### config.mk
export PLATFORM = sky130hd
export DESIGN_NAME = btn_debounce
export DESIGN_NICKNAME = d
export VERILOG_FILES = /design/src/rtl/btn_debounce.sv
export SDC_FILE = /design/constraint.sdc
export NUM_CORES = 1
export LEC_CHECK = 0
export ABC_AREA = 1
export ABC_CLOCK_PERIOD_IN_PS = 4330
export CORE_MARGIN = 3
export CORE_UTILIZATION = 65
export CTS_CLUSTER_DIAMETER = 120
export DETAILED_ROUTE_END_ITERATION = 12
export GPL_TIMING_DRIVEN = 0
export PLACE_DENSITY = 0.83
export SYNTH_ARGS = -nofsm -noshare
export SYNTH_HDL_FRONTEND = slang
export SYNTH_SLANG_ARGS = --single-unit
### constraint.sdc
create_clock -name clock -period 4.33 [get_ports clock]
set_input_delay 0.866 -clock clock [delete_from_list [all_inputs] [get_ports clock]]
set_output_delay 0.866 -clock clock [all_outputs]
set_load 0.01 [all_outputs]
### src/rtl/btn_debounce.sv
// btn_debounce: per-button 2-FF synchroniser plus a debounce FSM.
// Each channel produces a clean level, a one-cycle press pulse and a
// one-cycle release pulse. Define BTN_AUTOREPEAT_EN to add hold-to-repeat
// press pulses while a button stays down.

module btn_debounce_ch #(
  parameter int NB_COUNTER      = 32,
`ifdef BTN_AUTOREPEAT_EN
  parameter int HOLD_CYCLES     = 50000000,
  parameter int REPEAT_CYCLES   = 12500000,
`endif
  parameter int DEBOUNCE_CYCLES = 1000000
) (
  input  logic clock,
  input  logic i_reset,
  input  logic i_btn,
  output logic o_level,
  output logic o_pulse,
  output logic o_release
);

  typedef enum logic [1:0] {IDLE, PRESS_WAIT, PRESSED, RELEASE_WAIT} state_e;

  localparam logic [NB_COUNTER-1:0] DEB_LAST = NB_COUNTER'(DEBOUNCE_CYCLES - 1);
`ifdef BTN_AUTOREPEAT_EN
  localparam logic [NB_COUNTER-1:0] HOLD_LAST = NB_COUNTER'(HOLD_CYCLES - 1);
  localparam logic [NB_COUNTER-1:0] REP_LAST  = NB_COUNTER'(REPEAT_CYCLES - 1);
  logic [NB_COUNTER-1:0] hold_q, hold_d;
  logic                  rep_q, rep_d;   // first repeat already issued
`endif

  state_e                state_q, state_d;
  logic [NB_COUNTER-1:0] cnt_q, cnt_d;
  logic                  s1_q, s2_q;
  logic                  level_q, level_d;
  logic                  pulse_q, pulse_d;
  logic                  release_q, release_d;

  // Next-state: qualify level changes on the synchronised input only
  always_comb begin
    state_d   = state_q;
    cnt_d     = cnt_q;
    pulse_d   = 1'b0;
    release_d = 1'b0;
`ifdef BTN_AUTOREPEAT_EN
    hold_d    = hold_q;
    rep_d     = rep_q;
`endif
    case (state_q)
      IDLE: begin
        if (s2_q) begin
          state_d = PRESS_WAIT;
          cnt_d   = '0;
        end
      end
      PRESS_WAIT: begin
        if (!s2_q) begin
          state_d = IDLE;
        end else if (cnt_q == DEB_LAST) begin
          state_d = PRESSED;
          pulse_d = 1'b1;
`ifdef BTN_AUTOREPEAT_EN
          hold_d  = '0;
          rep_d   = 1'b0;
`endif
        end else begin
          cnt_d = cnt_q + 1'b1;
        end
      end
      PRESSED: begin
        if (!s2_q) begin
          state_d = RELEASE_WAIT;
          cnt_d   = '0;
        end
`ifdef BTN_AUTOREPEAT_EN
        // hold counter restarts after every repeat; first gap is HOLD, then REPEAT
        else if (hold_q == (rep_q ? REP_LAST : HOLD_LAST)) begin
          pulse_d = 1'b1;
          hold_d  = '0;
          rep_d   = 1'b1;
        end else begin
          hold_d = hold_q + 1'b1;
        end
`endif
      end
      RELEASE_WAIT: begin
        if (s2_q) begin
          state_d = PRESSED;
        end else if (cnt_q == DEB_LAST) begin
          state_d   = IDLE;
          release_d = 1'b1;
        end else begin
          cnt_d = cnt_q + 1'b1;
        end
      end
      default: state_d = IDLE;
    endcase
    level_d = (state_d == PRESSED) || (state_d == RELEASE_WAIT);
  end

  // State, synchroniser and registered outputs
  always_ff @(posedge clock or negedge i_reset) begin
    if (!i_reset) begin
      s1_q      <= 1'b0;
      s2_q      <= 1'b0;
      state_q   <= IDLE;
      cnt_q     <= '0;
      level_q   <= 1'b0;
      pulse_q   <= 1'b0;
      release_q <= 1'b0;
`ifdef BTN_AUTOREPEAT_EN
      hold_q    <= '0;
      rep_q     <= 1'b0;
`endif
    end else begin
      s1_q      <= i_btn;
      s2_q      <= s1_q;
      state_q   <= state_d;
      cnt_q     <= cnt_d;
      level_q   <= level_d;
      pulse_q   <= pulse_d;
      release_q <= release_d;
`ifdef BTN_AUTOREPEAT_EN
      hold_q    <= hold_d;
      rep_q     <= rep_d;
`endif
    end
  end

  assign o_level   = level_q;
  assign o_pulse   = pulse_q;
  assign o_release = release_q;

endmodule

module btn_debounce #(
  parameter int NB_SW           = 4,
  parameter int NB_COUNTER      = 32,
  parameter int DEBOUNCE_CYCLES = 1000000,
  parameter int HOLD_CYCLES     = 50000000,
  parameter int REPEAT_CYCLES   = 12500000
) (
  input  logic             clock,
  input  logic             i_reset,
  input  logic [NB_SW-1:0] i_btn,
  output logic [NB_SW-1:0] o_level,
  output logic [NB_SW-1:0] o_pulse,
  output logic [NB_SW-1:0] o_release
);

  localparam int MAX_CYC_A = (DEBOUNCE_CYCLES > HOLD_CYCLES) ? DEBOUNCE_CYCLES : HOLD_CYCLES;
  localparam int MAX_CYC   = (MAX_CYC_A > REPEAT_CYCLES) ? MAX_CYC_A : REPEAT_CYCLES;

  // Counters saturate at their compare value, so they only need to hold the largest one
  if ($clog2(MAX_CYC + 1) > NB_COUNTER) begin : g_bad_width
    $error("btn_debounce: NB_COUNTER too narrow for configured cycle counts");
  end
  if (DEBOUNCE_CYCLES < 2) begin : g_bad_deb
    $error("btn_debounce: DEBOUNCE_CYCLES must be >= 2");
  end

  for (genvar n = 0; n < NB_SW; n++) begin : g_ch
    btn_debounce_ch #(
      .NB_COUNTER      (NB_COUNTER),
`ifdef BTN_AUTOREPEAT_EN
      .HOLD_CYCLES     (HOLD_CYCLES),
      .REPEAT_CYCLES   (REPEAT_CYCLES),
`endif
      .DEBOUNCE_CYCLES (DEBOUNCE_CYCLES)
    ) u_ch (
      .clock     (clock),
      .i_reset   (i_reset),
      .i_btn     (i_btn[n]),
      .o_level   (o_level[n]),
      .o_pulse   (o_pulse[n]),
      .o_release (o_release[n])
    );
  end

endmodule

Word-level counts from Yosys, hierarchy flattened:

Index checks and enable logic that the tools add are counted.

* output and inout port bits: 12
* logic and storage cells: 156
* bits in registers: 156
* bits of input ports: 6
* latch bits: 0
* memory bits (read-only): 0
* memories kept: 0
* RAM bits: 0

* reduce and logical (&&, ||, !) cells: 12
* multipliers: 0
* add/subtract/negate cells: 4
* equal/unequal tests: 40
* bitwise gates (word level): 0
* shift-type cells: 0
* divide/modulo/power cells: 0
* muxes and demuxes: 72
* order comparisons: 0

Operators with widths (count)
* $mux W32: 20
* $pmux W32 S4: 4
* $add A32 B1 Y32 const B: 4
* $eq A32 B20 Y1 const B: 4
* $mux W2: 24
* $eq A2 B2 Y1 const B: 16
* $pmux W2 S4: 4
* $mux W1: 20
* $ne A2 B1 Y1 const B: 8
* $ne A2 B2 Y1 const B: 8
* $reduce_and A4 Y1: 4
* $eq A2 B1 Y1 const B: 4
* $logic_not A2 Y1: 4
* $logic_or A1 B1 Y1: 4

Logic depth before layout (Yosys ltp):

* depth after elaboration: 6
* depth in mapped cells: 11
* depth with buffers taken out: 10

By module:

Synthesis repeated with hierarchy kept, for this count alone.

* cells, all modules: 1634
* area, all modules: 10600.2 µm²

Modules (own cells, without submodules)
* btn_debounce_ch at g_ch[0].u_ch ...: area each 2663.8 µm², cells an instance 409, instances 3
* btn_debounce_ch at g_ch[3].u_ch: area each 2608.8 µm², cells an instance 407, instances 1

Worst setup path after synthesis:

Ideal clock, no wire load.

* kind: reg-to-reg
* start point: reg g_ch[1].u_ch.cnt_q[0]
* end point: reg g_ch[1].u_ch.cnt_q[10]
* setup time: 0.117 ns
* required time: 4.213 ns
* path slack: 2.656 ns
* arrival time: 1.558 ns
* clock period less this slack: 1.674 ns
* cell stages (with the launch flop): 12
* path buffers: 1
* cells stage by stage: dfrtp_1 -> ha_1 -> nand3_2 -> inv_2 -> nand2_1 -> nor2_2 -> inv_1 -> nor2_2 -> nor2_2 -> buf_2 -> nand2_1 -> nand2_1

* word-level cells in the longest chain between the ends: 4
* elaborated cells between the ends (all ways): 6
* classes of those cells: add/sub: 1; eq/ne: 1; mux: 4

Ends and longest elaborated chain
* from (decl): line 33 `logic [NB_COUNTER-1:0] cnt_q, cnt_d;`
* from (signal assigned): line 119 `cnt_q <= cnt_d;`
* $add A32 B1 Y32 / $eq A32 B20 Y1 (equally long branches)
* $mux W32 *: line 59, 89
* $mux W32 (on tied branches): line 87, 57
* $pmux W32 S4 *: line 49 `case (state_q)`

Every way passes the cells marked *; elsewhere a longest branch is shown, timed or not. The select of a mux whose other input is x is not followed.
A chain may end at the register's enable or synchronous reset.

Worst setup path after layout:

* start point: reg g_ch[3].u_ch.cnt_q[0]
* end point: reg g_ch[3].u_ch.cnt_q[10]

* word-level cells in the longest chain between the ends: 4
* elaborated cells between the ends (all ways): 6
* classes of those cells: add/sub: 1; eq/ne: 1; mux: 4

Ends and longest elaborated chain (line)
* from (decl): 33
* from (signal assigned): 119
* $add A32 B1 Y32 / $eq A32 B20 Y1 (equally long branches)
* $mux W32 *: 59, 89
* $mux W32 (on tied branches): 87, 57
* $pmux W32 S4 *: 49

Marked as above.

==> reports/results.txt <==
Status - completed
Clock Power Share - 0.495
LEAKAGE - 4.94 nW
Critical Path Fanout Max - 7
Sequential fraction of the synthesis area - 0.381
VDD IR max - 288 uV
Gate power share - 0.054
Largest stage delay on the critical path - 480 ps
CP top delay family - simple AND/OR/NAND/NOR gates
Rows - 45
DP HPWL - 19500 microns
Synth top area share - 0.381
ANT cells - 0
# fillers - 1261
Area growth, synth to finish - 10.9%
WS Path Type - flip-flop to flip-flop
Postcts setup bufs - 0
Slowest CP cell - dfrtp_1
Gpl congestion - 0.967
Area after DPL - 10700 sq um
Crit-path cells - ha_1, nand3_2, nor2_1, nand2_1, inv_1, nor2_1, nor3_1, nand2_1, o21ai_0
Synth async-reset ratio - 1.00
Syn avg cell area - 6.47 sq um
DR WL met2 - 12400 microns
First-pass GRT wire length - 44800 microns
Wirelength per Cell - 14.5 microns
Flops & latches, synth - 156
Largest net degree at the start of global routing - 101
Final setup fails - 0
Initial DRC count - 974
Placed Instances - 1815
Worst-Margin Slew - 642 ps
Number of flops mapped to enable cells by yosys - 0
Detail Route Antenna Nets - 0
PwrDens - 293 nW/um^2
Stages on worst setup path - 9
Fin. Hold Viols - 0
Mapped Cells - 1586
Max cap viols - 0
Grt ovf - 0
Clock latency on the worst-skew pair - 430 ps
Clock Path Buffers - 2
Worst EP required - 4670 ps
# H-tree levels - 4
Synth area leader - dfrtp_1
Initial Utilization - 0.670
Die ar. - 17300 sq um
Slew Limit Fails - 0
Switching share of power - 0.228
RSZ-0062 raised after global routing - false
Minimum clock period - 2280 ps
Worst slack at placement - 2130 ps
Hold Path Class - flip-flop to flip-flop
Total wire length - 26800 microns
Power Internal - 2.57 mW
Synthesized Nets - 1596
Vias/cell - 5.49
Setup ws final - 2050 ps
Initial antenna violation count - 0
Clk sinks - 156
Final Skew - 7.09 ps
Final Net Count - 1633
Yosys warns - 0
Post-synth cell types - 31
R2R Path End - g_ch[3].u_ch.cnt_q[10]$_DFFE_PN0P_
Worst Hold Path Cells - 0
Hold Path Sink - g_ch[2].u_ch.s2_q$_DFF_PN0_
Reg power frac - 0.451
Slew HR - 0.572
Final Cell Area - 11400 sq um
Post-cts repair resize count - 0
Max layer used - met4
CTS root buffer - clkbuf_16
Overall routing resource usage - 0.314
CTS tree - built
Worst r2r src - g_ch[3].u_ch.cnt_q[0]$_DFFE_PN0P_
Switch Pwr - 0.762 mW
Fmax - 438 MHz
Die H - 132 microns
DR vias - 10149
Hold Buf Count CTS - 0
Core region area - 15300 sq um
Worst reg2reg setup slack - 2050 ps
Hold path start - g_ch[2].u_ch.s1_q$_DFF_PN0_
Wire length on met1 - 11900 microns
Arr. time, crit path - 2630 ps
Clk pin slew, worst setup/hold paths - 60 ps
Period utilisation layout - 0.528
DIE WIDTH - 132 microns
CTS buffer count - 17
Number of global-route vias before repair - 9447
Met3 wire length - 1700 microns
Port Buffers - 17
Layout cells sized above 1 - 0.0733
# IOs - 18
Worst path bufs/invs - 1
Finished Layout Cells - 1847
Worst r2r path cells - 9
Top cells by area, synth - dfrtp_1 38%, nand2_1 22%, nor2_1 11%, nand3_1 7.7%, inv_1 4.6%
Synth Flop Type - dfrtp_1
Critical path capture point type - flip-flop
Critical Path Source Type - flip-flop
Post-Syn Area - 10300 sq um
Residual DRC - 0
DRT Pass-1 Iters - 9
==> worst max-delay path by stage <==
stage | from | endpoint
after floorplan | g_ch[1].u_ch.cnt_q[0]$_DFFE_PN0P_ | g_ch[1].u_ch.cnt_q[10]$_DFFE_PN0P_
after global placement | i_reset | g_ch[1].u_ch.cnt_q[31]$_DFFE_PN0P_
after detailed placement | g_ch[3].u_ch.cnt_q[0]$_DFFE_PN0P_ | g_ch[3].u_ch.cnt_q[10]$_DFFE_PN0P_
after CTS | g_ch[2].u_ch.o_level$_DFF_PN0_ | o_level[2]
after global routing | g_ch[3].u_ch.cnt_q[0]$_DFFE_PN0P_ | g_ch[3].u_ch.cnt_q[10]$_DFFE_PN0P_
final | g_ch[3].u_ch.cnt_q[0]$_DFFE_PN0P_ | g_ch[3].u_ch.cnt_q[10]$_DFFE_PN0P_
==> cells in the final DEF, fill, tap and decap left out, types with 2 or more instances in the layout <==
| cell | Yosys | final |
|---|---|---|
| nor2_2 | 11 | 11 |
| buf_6 | 16 | 17 |
| nor2_1 | 295 | 295 |
| nand2_1 | 597 | 597 |
| ha_1 | 4 | 4 |
| a21oi_1 | 4 | 4 |
| nor3_1 | 8 | 8 |
| dfrtp_1 | 156 | 156 |
| buf_4 | 15 | 15 |
| nand3_1 | 157 | 157 |
| buf_2 | 5 | 5 |
| o21ai_2 | 20 | 20 |
| nand3_2 | 3 | 3 |
| inv_2 | 7 | 7 |
| inv_1 | 127 | 127 |
| xor2_1 | 30 | 30 |
| clkbuf_1 | 12 | 13 |
| or2_2 | 6 | 6 |
| o21ai_0 | 35 | 35 |
| clkbuf_8 | 0 | 5 |
| bufinv_16 | 0 | 4 |
| o21bai_1 | 2 | 2 |
| nand2_2 | 2 | 2 |
| clkdlybuf4s50_1 | 0 | 16 |
| clkbuf_16 | 0 | 17 |
| clkinv_2 | 0 | 2 |
| inv_6 | 0 | 2 |
| xnor2_1 | 15 | 15 |
| nand3b_1 | 2 | 2 |
| nand4_1 | 9 | 9 |
| o21ai_1 | 42 | 42 |
==> area by class of cell <==
type                       count  area (sq um)  share of cell area
tap                          211           264              0.0232
multi-input combinational   1248          5490               0.483
buffer                        48           363              0.0319
sequential                   156          3900               0.343
inverter                     134           503              0.0442
timing repair buffer          18           199              0.0175
clock inverter                 9           155              0.0136
clock buffer                  23           498              0.0438
==> per-stage QoR <==
step	power, mW	hold slack [ps]	TNS [ps]	utilization
after floorplan	1.63	331	0	-
after global placement	1.70	332	-611530	0.698
after detailed placement	1.71	336	0	0.700
after CTS	3.35	350	0	0.743
after global routing	3.44	368	0	0.743
final	3.34	349	0	0.743
==> power groups by stage <==
stage          clock network, mW  logic (mW)  registers (mW)
6_report                    1.65       0.182            1.50
3_3_place_gp                   0       0.174            1.53
3_5_place_dp                   0       0.181            1.53
5_1_grt                     1.73       0.202            1.51
2_1_floorplan                  0       0.105            1.52
4_1_cts                     1.67       0.182            1.50
==> metal layers <==
metal	GRT usage	up-vias
met5	0	-
met4	0.118	0
met3	0.0532	79
met2	0.501	386
met1	0.433	4673
li1	-	5011
==> registers in the layout, indices dropped and copies added (netlist names) <==
name and count:
g_ch.u_ch.state_q 8, g_ch.u_ch.o_pulse 4, g_ch.u_ch.o_release 4, g_ch.u_ch.o_level 4
g_ch.u_ch.s2_q 4, g_ch.u_ch.s1_q 4, g_ch.u_ch.cnt_q 128
==> cells in the mapped netlist (2+ instances only) <==
cell	number
o21ai_1	42
nor2_2	11
buf_4	15
nor2_1	295
nor3_1	8
nand2_1	597
o21ai_0	35
clkbuf_1	12
xor2_1	30
buf_2	5
xnor2_1	15
a21oi_1	4
ha_1	4
buf_6	16
o21ai_2	20
nand3b_1	2
inv_2	7
nand2_2	2
nand4_1	9
dfrtp_1	156
inv_1	127
nand3_2	3
o21bai_1	2
nand3_1	157
or2_2	6
==> worst register-to-register path: stages (launching register included) <==
cell and delay, ps:
dfrtp_1 480, ha_1 410, nand3_2 220, nor2_1 370, nand2_1 160, inv_1 160, nor2_1 60, nor3_1 190
nand2_1 80, o21ai_0 80
==> kinds of logic after synthesis <==
| family | synth area share |
|---|---|
| xor gates and xnor gates | 0.0384 |
| adders and majority gates | 0.00488 |
| buffers and inverters | 0.0844 |
| DFF | 0.381 |
| and+or+nand+nor | 0.434 |
| AOI/OAI and AO/OA | 0.0581 |
Power figures use the tool's default switching activity.
